--- config.mk ---
export PLATFORM = sky130hd
export DESIGN_NAME = issue_div_fifo
export DESIGN_NICKNAME = d
export VERILOG_FILES = /design/src/rtl/issue_div_fifo_pkg.sv /design/src/rtl/issue_div_fifo_core.sv /design/src/rtl/issue_div_fifo.sv
export SDC_FILE = /design/constraint.sdc
export NUM_CORES = 1
export LEC_CHECK = 0
export ABC_CLOCK_PERIOD_IN_PS = 10000
export CORE_AREA = 2 2 452 274
export DETAILED_ROUTE_END_ITERATION = 8
export DIE_AREA = 0 0 454 276
export GPL_TIMING_DRIVEN = 0
export PLACE_DENSITY = 0.61
export SKIP_CTS_REPAIR_TIMING = 1
export SYNTH_ARGS = -nofsm -noshare
export SYNTH_HDL_FRONTEND = slang
export SYNTH_SLANG_ARGS = --single-unit
export TNS_END_PERCENT = 100
--- constraint.sdc ---
create_clock -name clk -period 10 [get_ports clk]
set_input_delay 3 -clock clk [delete_from_list [all_inputs] [get_ports clk]]
set_output_delay 3 -clock clk [all_outputs]
set_load 0.02 [all_outputs]
--- src/rtl/issue_div_fifo_pkg.sv ---
// Shared types and sizing for the issue-to-divider queue: the issue/execute
// payload handed to the divide unit and the default queue depth.
package issue_div_fifo_pkg;

  localparam int DIV_FIFO_DEPTH = 16;
  localparam int ROB_ID_W       = 7;

  typedef enum logic [1:0] {
    DIV_OP_DIV  = 2'd0,
    DIV_OP_DIVU = 2'd1,
    DIV_OP_REM  = 2'd2,
    DIV_OP_REMU = 2'd3
  } div_op_t;

  // fb_en is the downstream feedback enable; an all-zero pack leaves it low.
  typedef struct packed {
    logic                fb_en;
    div_op_t             op;
    logic [4:0]          rd_addr;
    logic [ROB_ID_W-1:0] rob_id;
    logic [31:0]         rs1_data;
    logic [31:0]         rs2_data;
  } issue_execute_pack_t;

  localparam int PACK_W = $bits(issue_execute_pack_t);

endpackage

--- src/rtl/issue_div_fifo_core.sv ---
// Generic synchronous FIFO: wrap-bit pointers, registered-only flags, zero-latency
// head read through an asynchronous mux, flush clearing both pointers.
module sync_fifo_core #(
  parameter  int WIDTH = 8,
  parameter  int DEPTH = 16,
  localparam int AW    = $clog2(DEPTH),
  localparam int PTR_W = AW + 1
) (
  input  logic             clk,
  input  logic             rst,
  input  logic [WIDTH-1:0] data_in,
  input  logic             push,
  input  logic             pop,
  input  logic             flush,
  output logic [WIDTH-1:0] data_out,
  output logic             empty,
  output logic             full,
  output logic [PTR_W-1:0] count
);

  logic [WIDTH-1:0] mem [DEPTH];
  logic [PTR_W-1:0] rptr;
  logic [PTR_W-1:0] wptr;
  logic             push_ok;
  logic             pop_ok;

  // Flags depend on the pointer registers only, never on push/pop.
  assign empty = (rptr == wptr);
  assign full  = (rptr[AW] != wptr[AW]) && (rptr[AW-1:0] == wptr[AW-1:0]);
  assign count = wptr - rptr;

  // Flush outranks both ports; a push while full is dropped even if a pop frees a slot.
  assign push_ok = push && !full && !flush;
  assign pop_ok  = pop && !empty && !flush;

  always_ff @(posedge clk) begin
    if (rst || flush) begin
      rptr <= '0;
      wptr <= '0;
    end else begin
      // NOTE: non-blocking updates so both pointers see pre-edge values of each other.
      if (push_ok) wptr <= wptr + 1'b1;
      if (pop_ok)  rptr <= rptr + 1'b1;
    end
  end

  // NOTE: storage is deliberately left out of reset; empty gating hides stale words.
  always_ff @(posedge clk) begin
    if (push_ok) mem[wptr[AW-1:0]] <= data_in;
  end

  assign data_out = mem[rptr[AW-1:0]];

endmodule

--- src/rtl/issue_div_fifo.sv ---
// Issue-to-divider FIFO: wraps sync_fifo_core on the packed issue/execute payload
// and forces the head to all zeros while the queue is empty.
module issue_div_fifo
  import issue_div_fifo_pkg::*;
#(
  parameter  int DEPTH = DIV_FIFO_DEPTH,
  localparam int CNT_W = $clog2(DEPTH) + 1
) (
  input  logic                clk,
  input  logic                rst,
  input  issue_execute_pack_t issue_div_fifo_data_in,
  input  logic                issue_div_fifo_push,
  output logic                issue_div_fifo_full,
  output issue_execute_pack_t issue_div_fifo_data_out,
  output logic                issue_div_fifo_data_out_valid,
  input  logic                issue_div_fifo_pop,
  input  logic                issue_div_fifo_flush,
  output logic [CNT_W-1:0]    issue_div_fifo_count
);

  logic [PACK_W-1:0] head_bits;
  logic              empty;

  sync_fifo_core #(
    .WIDTH (PACK_W),
    .DEPTH (DEPTH)
  ) u_core (
    .clk      (clk),
    .rst      (rst),
    .data_in  (issue_div_fifo_data_in),
    .push     (issue_div_fifo_push),
    .pop      (issue_div_fifo_pop),
    .flush    (issue_div_fifo_flush),
    .data_out (head_bits),
    .empty    (empty),
    .full     (issue_div_fifo_full),
    .count    (issue_div_fifo_count)
  );

  assign issue_div_fifo_data_out_valid = !empty;

  // A zero head keeps the divider's feedback enable low when nothing is queued.
  assign issue_div_fifo_data_out = empty ? '0 : issue_execute_pack_t'(head_bits);

endmodule

# Word-level counts from Yosys, hierarchy flattened
# Memory sizes are Yosys's and may differ from the RTL's. A register that Yosys moved wholly into a read port is not among the register bits.
# Index checks and enable logic that the tools add are counted.
# classes
add_sub_neg	3
n_eq_ne	3
muxes	5
reduce_logical	9
# ops
cell	count
two-way mux 79 bit	1
adder 5 x 1 -> 5 bit, second input constant	2
two-way mux 4 bit	2
equality test 5 bit	1
logical AND 1 bit	5
subtractor 5 bit	1
equality test 4 bit	1
zero test 1 bit	3
two-way mux 1 bit	2
logical OR 1 bit	1
!= test 1 bit	1
# totals
ff_bits	10
ram_bits	1264
n_memories	1
# mem_list
memory	depth	word_bits	rd	rd_ports_with_merged_regs	write_ports	line_no	rtl
u_core.mem	16	79	1	1	1	issue_div_fifo_core.sv:21	logic [WIDTH-1:0] mem [DEPTH];

# Depth between registers and ports, before layout
# logic_depth
depth_word	7
depth_mapped	8

# Modules after synthesis
# From an unflattened synthesis, not the netlist that was laid out.
# hier_totals
cells_unflattened	2123
area_unflattened_um2	48575.3
# modules_own_cells
mod	instances	cells_each	area_each_um2	seq_area_each_um2
sync_fifo_core	1	2035	48037.3	38236.7
issue_div_fifo	1	88	538.0	0.0

# Worst setup path before layout
# Ideal clock, no wire load.
# synth_timing
kind	in2reg
from	in issue_div_fifo_push
to	mem u_core.mem[0][0] (netlist name), enable pin
setup_time_ns	0.614
arrival_ns	8.928
path_slack_ns	0.459
stages	4
path_buffers	0
path_cell_list	nor2b_1 > o21a_1 > nand2_1 > nor3_1
# synth_via
elab_chain_cells	4
# synth_rtl
item	line_no	rtl
start: declaration	issue_div_fifo.sv:12	input logic issue_div_fifo_push,
logical AND 1 bit (2 in a row)	issue_div_fifo_core.sv:33	assign push_ok = push && !full && !flush;
two-way mux 1 bit	issue_div_fifo_core.sv:49	if (push_ok) mem[wptr[AW-1:0]] <= data_in;
two-way mux 1 bit (not written as such)	issue_div_fifo_core.sv:49	
end: declaration	issue_div_fifo_core.sv:21	
# No other way between the ends.

==> out/qor.yml <==
run_status:
  status: "complete, no violations"
yosys:
  async_flop_share: 0
  yosysSeqAreaShare: 0.774
  netlist_instances: 2440
  synth_edf_count: 1264
  synth.cell_area_um2: 49400
  syn_nets: 2534
  synth-seq-cells: 1278
  synth-warning-count: 0
  yosysUniqueCellTypes: 43
  synth_flop_cell: "edfxtp_1"
  syn_area_per_cell_um2: 20.2
floorplan:
  start_util: 0.408
  io_pins: 170
  row_count: 99
  die_area_um2: 125000
  core_region_area_um2: 121000
  die_y_um: 276
  chipWidth_um: 454
global_routing:
  grt.met2_usage: 0.291
  use_met1: 0.300
  use_met3: 0.0417
  grt_overflow: 0
  grt.total_usage: 0.198
  grt_pass1_vias: 25900
  grt_first_pass_wirelength_um: 180000
  antenna_found_initial: 6
  grt_max_degree: 27
  top_usage_layer: "met1"
critical_path:
  r2r-start: "u_core.wptr[0]"
  cp_max_fo: 10
  cp.required_ps: 7000
  crit_path_end_kind: "primary output"
  worstSetupPathType: "flop to primary output"
  cp-start-kind: "flop"
  crit_arrival_ps: 4370
routing:
  dr.pass1.iters: 5
  routed_wl_um: 125000
  via_per_inst: 5.64
  drc: 0
  wl_per_cell_um: 27.6
  antenna_left: 0
  vias: 25500
  drtIter0Drc: 3262
sta:
  slew_violations: 0
  finClkSkew_ps: 21.5
  hold_ws_ps: 541
  tightestPinTransition_ps: 1110
  hold_viol_final: 0
  rsz0062_at_grt: "no"
  setup_violations: 0
  min_period_ps: 7370
  setup_ws_ps: 2630
  fin_setup_tns_ps: 0
  fmax_mhz: 136
  fin_crit_sh: 0.737
  relSlewSlack: 0.261
hold_path:
  min-delay-start: "u_core.wptr[4]"
  hold_class: "flop to flop"
power_and_ir_drop:
  intPower_uw: 8450
  p_clk_frac: 0.415
  seqPwrFrac: 0.563
  ir_drop_v: 0.000151
  sw_frac_of_total: 0.195
  p_switching_uw: 2050
  p_per_area_nw_per_um2: 180
  pwr-share-comb: 0.022
  leakage_uw: 0.0176
final_layout:
  final_cell_area_um2: 58200
  final_common_cell: "edfxtp_1"
  layout-drive-gt1-share: 0.192
  layout.nets: 2903
  final_cell_mix: "1264 x edfxtp_1, 372 x mux2i_1, 169 x clkdlybuf4s50_1"
  fin_cells: 4525
  areaGrowthSynthToFinish_pct: 17.9
place:
  placed_cells: 4304
  dpl_worst_slack_ps: 3300
  gp_congestion: 0.787
  placed_cell_area_um2: 54500
  hpwl_um: 83400
  portBuffers: 169
clock_tree:
  cts_buffer_depth: 3
  numCtsBuffers: 119
  cts_tree: "built"
  clock_latency_ps: 720
  root_buffer: "clkbuf_16"
  cts.htree.levels: 3
  clock-sinks: 1278
  path_clk_slew_ps: 60
flow_run:
  cap_violations: 0
-- cell usage after synthesis (all sizes together), types with 9 or more instances --
library cell | count | area share
dfxtp | 14 | 0.0057
mux4 | 135 | 0.062
o32ai | 23 | 0.0041
o22ai | 23 | 0.0029
a211oi | 55 | 0.0084
a21oi | 64 | 0.0065
clkbuf | 35 | 0.0030
nand2 | 30 | 0.0023
a22oi | 156 | 0.024
mux2 | 46 | 0.010
mux2i | 372 | 0.075
nor2 | 50 | 0.0038
buf | 111 | 0.014
ha | 9 | 0.0023
edfxtp | 1264 | 0.77
-- cells by family after synthesis --
| logic type | count (synthesis) | synth area share |
|---|---|---|
| mux | 553 | 0.147 |
| flops | 1278 | 0.774 |
| simple gates | 101 | 0.00887 |
| fa+ha+maj | 10 | 0.00268 |
| compound gates | 333 | 0.0474 |
| buf+inv | 154 | 0.0176 |
| xor+xnor | 11 | 0.00195 |
-- registers in the layout, indices dropped and copies added (netlist names), named ones only --
| register | cells |
|---|---|
| u_core.mem | 1264 |
| u_core.rptr | 5 |
| u_core.wptr | 5 |
-- critical path, stage by stage, from the launching register on --
cell             delay (ps)
dfxtp_1                 510
buf_2                   450
nor2_1                  300
clkbuf_1                410
a22oi_1                 270
a21oi_1                 110
a211oi_1                830
clkdlybuf4s50_1         770
-- per-stage QoR --
stage               power, uW   util
floorplan                6100      -
global placement         6240  0.439
detailed placement       6260  0.450
CTS                     10600  0.481
global route            10800  0.481
finish                  10500  0.481
-- per-layer routing --
metal  routed length, um  vias up
li1                    -    10800
met1               56500    13300
met2               55600     1183
met3               10100      164
met4                2790        0
met5                   0        -
-- power by group through the flow --
| stage | sequential (uW) | combinational, uW | clock, uW |
|---|---|---|---|
| 6_report | 5910 | 232 | 4360 |
| 5_1_grt | 5910 | 251 | 4650 |
| 4_1_cts | 5910 | 233 | 4430 |
| 3_5_place_dp | 6020 | 232 | 0 |
| 3_3_place_gp | 6030 | 212 | 0 |
| 2_1_floorplan | 6030 | 70.1 | 0 |
-- cell type report --
class / instances / area [um^2]
clock buffer: 149 / 3130
tap: 1616 / 2020
timing repair buffer: 248 / 2980
buffer: 146 / 841
fill: 9684 / 62800
antenna: 4 / 10.0
sequential: 1278 / 38200
inverter: 8 / 30.0
multi-input combinational: 1008 / 10400
clock inverter: 68 / 593
-- final timing paths --
check | end | slack, ps | cells past startpoint
max | issue_div_fifo_data_out[72] | 2630 | 7
min | u_core.wptr[4] | 540 | 2
max reg2reg | u_core.mem[0][28] | 6330 | 11
min reg2reg | u_core.wptr[4] | 540 | 2
Note: power is estimated with default switching activity, not from simulation.
